==> src/rtl/mem_port_arbiter.sv <==
// rtl/mem_port_arbiter.sv - fetch/data arbiter for a fixed-latency single-port memory
// Define MEM_ARB_FAIR_EN for round-robin on contested grants (default: data over fetch).
module mem_port_arbiter #(
  parameter int AW      = 32,
  parameter int LATENCY = 2
) (
  input  logic          clk,
  input  logic          rst,
  input  logic          if_req,
  input  logic [AW-1:0] if_addr,
  output logic          if_done,
  output logic [31:0]   if_rdata,
  input  logic          d_req,
  input  logic          d_we,
  input  logic [3:0]    d_be,
  input  logic [AW-1:0] d_addr,
  input  logic [31:0]   d_wdata,
  output logic          d_done,
  output logic [31:0]   d_rdata,
  output logic          mem_en,
  output logic          mem_we,
  output logic [3:0]    mem_be,
  output logic [AW-1:0] mem_addr,
  output logic [31:0]   mem_wdata,
  input  logic [31:0]   mem_rdata,
  output logic          busy,
  output logic          owner
);

  localparam int CW = $clog2(LATENCY + 1);

  typedef enum logic [1:0] {IDLE, ISSUE, WAIT, DONE} state_t;

  state_t        state;
  logic [CW-1:0] cnt;
  logic          is_store;
  logic          grant_d;

  always_comb begin
    grant_d = 1'b0;
`ifdef MEM_ARB_FAIR_EN
    // contested grant alternates away from the previous owner
    grant_d = d_req && (!if_req || !owner);
`else
    grant_d = d_req;
`endif
  end

  always_ff @(posedge clk or posedge rst) begin
    if (rst) begin
      state     <= IDLE;
      cnt       <= '0;
      is_store  <= 1'b0;
      mem_en    <= 1'b0;
      mem_we    <= 1'b0;
      mem_be    <= 4'h0;
      mem_addr  <= '0;
      mem_wdata <= '0;
      if_done   <= 1'b0;
      d_done    <= 1'b0;
      if_rdata  <= '0;
      d_rdata   <= '0;
      busy      <= 1'b0;
      owner     <= 1'b0;
    end else begin
      if_done <= 1'b0;
      d_done  <= 1'b0;
      case (state)
        IDLE: begin
          if (if_req || d_req) begin
            state  <= ISSUE;
            busy   <= 1'b1;
            mem_en <= 1'b1;
            owner  <= grant_d;
            if (grant_d) begin
              is_store  <= d_we;
              mem_we    <= d_we;
              mem_be    <= d_we ? d_be : 4'hF;
              mem_addr  <= d_addr;
              mem_wdata <= d_wdata;
            end else begin
              is_store  <= 1'b0;
              mem_we    <= 1'b0;
              mem_be    <= 4'hF;
              mem_addr  <= if_addr;
              mem_wdata <= '0;
            end
          end
        end
        ISSUE: begin
          mem_en <= 1'b0;
          mem_we <= 1'b0;
          mem_be <= 4'hF;
          cnt    <= CW'(LATENCY);
          state  <= WAIT;
        end
        WAIT: begin
          // the edge that would take cnt to zero is the one where mem_rdata is valid
          if (cnt <= CW'(1)) begin
            cnt   <= '0;
            state <= DONE;
            if (owner) begin
              d_done <= 1'b1;
              if (!is_store) d_rdata <= mem_rdata;
            end else begin
              if_done  <= 1'b1;
              if_rdata <= mem_rdata;
            end
          end else begin
            cnt <= cnt - CW'(1);
          end
        end
        DONE: begin
          busy  <= 1'b0;
          state <= IDLE;
        end
        default: state <= IDLE;
      endcase
    end
  end

endmodule

==> config.mk <==
export PLATFORM = sky130hd
export DESIGN_NAME = mem_port_arbiter
export DESIGN_NICKNAME = d
export VERILOG_FILES = /design/src/rtl/mem_port_arbiter.sv
export SDC_FILE = /design/constraint.sdc
export NUM_CORES = 1
export LEC_CHECK = 0
export BUFFER_PORTS_ARGS = -buffer_cell sky130_fd_sc_hd__buf_2
export CAP_MARGIN = 20
export CELL_PAD_IN_SITES_DETAIL_PLACEMENT = 2
export CELL_PAD_IN_SITES_GLOBAL_PLACEMENT = 2
export CORE_MARGIN = 2
export CORE_UTILIZATION = 31
export DETAILED_ROUTE_END_ITERATION = 6
export PLACE_DENSITY = 0.85
export SYNTH_ARGS = -nofsm -noshare
export SYNTH_HDL_FRONTEND = slang
export SYNTH_SLANG_ARGS = --single-unit
==> constraint.sdc <==
create_clock -name clk -period 11.19 [get_ports clk]
set_clock_uncertainty 0.1 [all_clocks]
set_input_delay 1.119 -clock clk [delete_from_list [all_inputs] [get_ports clk]]
set_output_delay 1.119 -clock clk [all_outputs]
set_load 0.02 [all_outputs]
==> qor_table.md <==
| Stage | Metric | Reported |
|---|---|---|
| sta | Worst slack on hold paths | 0.375 ns |
| finish | Most frequent standard cell in the layout excluding fill and tap cells | buf_2 |
| global routing | Antenna violations before repair | 1 |
| setup path | Endpoint required time on the critical path | 11.33 ns |
| sta | Minimum clock period after layout | 2.84 ns |
| global routing | GR Util All Layers | 18.5% |
| route | Number of violations reported at the end of detailed-routing iteration 0 | 136 |
| clocking | Insertion delay of the later-clocked pin in the worst-skew pair | 0.41 ns |
| clocking | Clock tree buffer depth | 2 |
| route | WL final | 17600 um |
| yosys | Post-Synthesis Net Count | 540 |
| route | Via count | 4351 |
| finish | Final Instance Area | 7880 um2 |
| pwr | Leak Pwr | 4.10 nW |
| sta | Max-slew headroom at the worst pin | 37.6% |
| clocking | H-tree depth | 4 |
| global routing | Global-route wire length before repair | 28300 um |
| yosys | Most frequently used flop master after synthesis | dfrtp_1 |
| clocking | CTS Buf Count | 17 |
| die | Die outline area | 19700 um2 |
| yosys | Fraction of synthesized cell area in xor and xnor cells | 0% |
| clocking | Postcts setup bufs | 0 |
| pwr | Total power divided by cell area | 323 nW/um2 |
| route | Initial DRT Pass Iterations | 4 |
| clocking | Hold buffer count at cts | 0 |
| finish | Footprint of the flip-flops and latches | 3580 um2 |
| sta | Post-route fraction of the period consumed by the critical path | 25.3% |
| route | Number of antenna-violating nets in the routed design | 0 |
| sta | Fin. max-slew vios | 0 |
| route | Via-to-Cell Ratio | 4.76 |
| die | Floorplan die height | 140 um |
| finish | Number of fill cells | 1843 |
| placement | Standard cell area after detailed placement | 7290 um2 |
| yosys | Post-Synthesis Cell Area | 5750 um2 |
| yosys | Sequential area share after synthesis | 62.2% |
| placement | HPWL after detailed placement | 13000 um |
| placement | GP Congestion | 0.774 |
| run status | Result of the run | finished clean |
| finish | Multi-input gate area | 1980 um2 |
| yosys | Mean post-synth cell area | 14.4 um2 |
| setup path | Worst-path fanout max | 78 |
| finish | Number of cells in the finished layout apart from fillers | 915 |
| finish | Number of antenna repair diodes | 0 |
| yosys | Arithmetic-cell share of the synthesized area counting full adders, half adders and majority gates | 0.871% |
| setup path | Category of the most critical setup path | primary input to register |
| setup path | Endpoint arrival time on the critical path | 2.98 ns |
| route | # DRC | 0 |
| global routing | Via count of the first global-routing pass | 5024 |
| die | Floorplan row count | 49 |
| finish | Layout cell share with drive strength beyond 1 | 55.4% |
| pwr | Worst supply voltage drop on vdd | 0.0000996 V |
| placement | Post-Place Cells | 883 |
| yosys | Simple-Gate Fraction of Synth Area | 3.66% |
| hold path | Min-delay worst type | register to register |
| clocking | CTS tree | yes |
| die | Initial Utilization | 31.8% |
| yosys | Number of instances in the synthesized netlist | 399 |
| clocking | Clock Tree Root | clkbuf_16 |
| route | Routed length per placed instance | 19.2 um |
| sta | Unrepaired setup endpoints after global routing | false |
| die | Std-Cell Core Area | 18100 um2 |
| global routing | Pin count of the biggest net entering global routing | 79 |
| sta | Worst Tran Pin Value | 0.936 ns |
| yosys | Synthesized-area fraction occupied by ao, oa, aoi and oai cells | 9.49% |
| sta | Final setup TNS | 0 ns |
| yosys | Combinational family with the most area after synthesis | multiplexers |
| finish | Final core utilization | 43.6% |
| yosys | Post-synth EDFFs | 0 |
| sta | Final Hold Fails | 0 |
| setup path | Critical path launch point type | primary input |
| run | Max Cap Violations | 0 |
| clocking | CTS sink count | 143 |
| sta | Maximum clock frequency | 0.353 GHz |
| finish | Leading cell types in the layout, fill and taps excluded | 274 x buf_2, 143 x dfrtp_1, 36 x nand2_1 |
| setup path | Crit path capture type | register |
| yosys | Cell variety after synth | 28 |
| sta | Number of failing setup endpoints in the final timing report | 0 |
| finish | Syn-to-layout area delta | 37.1% |
| die | Number of placed I/O pins | 275 |
| clocking | Clock slew at the register clock pins of the worst setup and hold paths | 0.06 ns |
| yosys | Flops & latches, synth | 143 |
| yosys | Async SR Flop Fraction | 100% |
| global routing | Congestion Overflow GR | 0 |
| finish | Final layout net count | 814 |
| clocking | Post-cts repair resize count | 0 |
| placement | Count of input and output buffers | 274 |
| die | Die Wd | 140 um |
| yosys | Multiplexer share of the synthesized area | 20.2% |
| yosys | Warnings, synthesis | 0 |
-- cells in the mapped netlist, types with 2 or more instances --
cell type	number	area, um2
a21oi_1	3	15.0
a22o_1	33	289
buf_12	3	60.1
buf_2	11	55.1
buf_4	5	37.5
clkbuf_1	5	18.8
dfrtp_1	143	3580
ha_1	4	50.1
inv_1	5	18.8
mux2_2	34	383
mux2_4	30	450
mux2i_1	33	330
nand2_1	36	135
nor2_1	3	11.3
o21a_1	2	15.0
o21ai_0	31	155
o21ai_1	4	20.0
o22a_1	4	35.0
-- cell type report --
| class | instances | area share (%) |
|---|---|---|
| sequential | 143 | 45.4 |
| multi-input combinational | 226 | 25.2 |
| timing repair buffer | 280 | 18.0 |
| clock buffer | 18 | 5.57 |
| tap | 229 | 3.63 |
| clock inverter | 14 | 1.97 |
| inverter | 5 | 0.302 |
-- worst max-delay path: stages --
cell	delay, ns
buf_2	0.10
buf_4	0.30
o21ai_4	0.48
buf_4	0.68
o21ai_0	0.24
-- per-stage QoR --
step	setup WS, ns	power [mW]
6_report	8.35	2.55
5_1_grt	8.19	2.71
4_1_cts	8.36	2.59
3_5_place_dp	7.93	2.00
3_3_place_gp	8.09	1.93
2_1_floorplan	6.13	1.60
-- worst paths after layout --
check | startpoint | end | slack [ns] | depth (start not counted)
worst min register to register | mem_addr[15] | mem_addr[15] | 0.37 | 2
worst min-delay path | mem_addr[15] | mem_addr[15] | 0.37 | 2
max in group asynchronous | rst | if_rdata[21] | 8.88 | 3
worst max-delay path | d_req | mem_addr[16] | 8.35 | 5
worst max register to register | state[0] | d_rdata[31] | 8.91 | 6
min in group asynchronous | rst | d_rdata[14] | 0.70 | 2
-- flip-flops by register name, summed over array words and instances, names as in the netlist, 2 cells and up --
register and count:
d_rdata 32, if_rdata 32, mem_be 4, state 2, cnt 2, mem_addr 32
mem_wdata 32
-- layer usage --
| layer | vias to the layer above | wire [um] | global-route usage, % |
|---|---|---|---|
| li1 | 1965 | - | - |
| met1 | 2185 | 6990 | 21.7 |
| met2 | 193 | 9120 | 32.9 |
| met3 | 8 | 1350 | 6.15 |
| met4 | 0 | 133 | 3.83 |
| met5 | - | 0 | 0 |
-- cells by family (layout without fill, tap and decap cells) --
logic type,count (synthesis),after routing
buf+inv,30,317
fa+ha+maj,4,4
compound gates,79,79
mux,97,97
flops,143,143
simple gates,46,46
-- report_power, final --
part           switching (mW)  internal [mW]
logic                   0.639          0.433
clock network           0.230          0.338
registers               0.147          0.762
No activity file was read; power rests on OpenSTA's default activity.
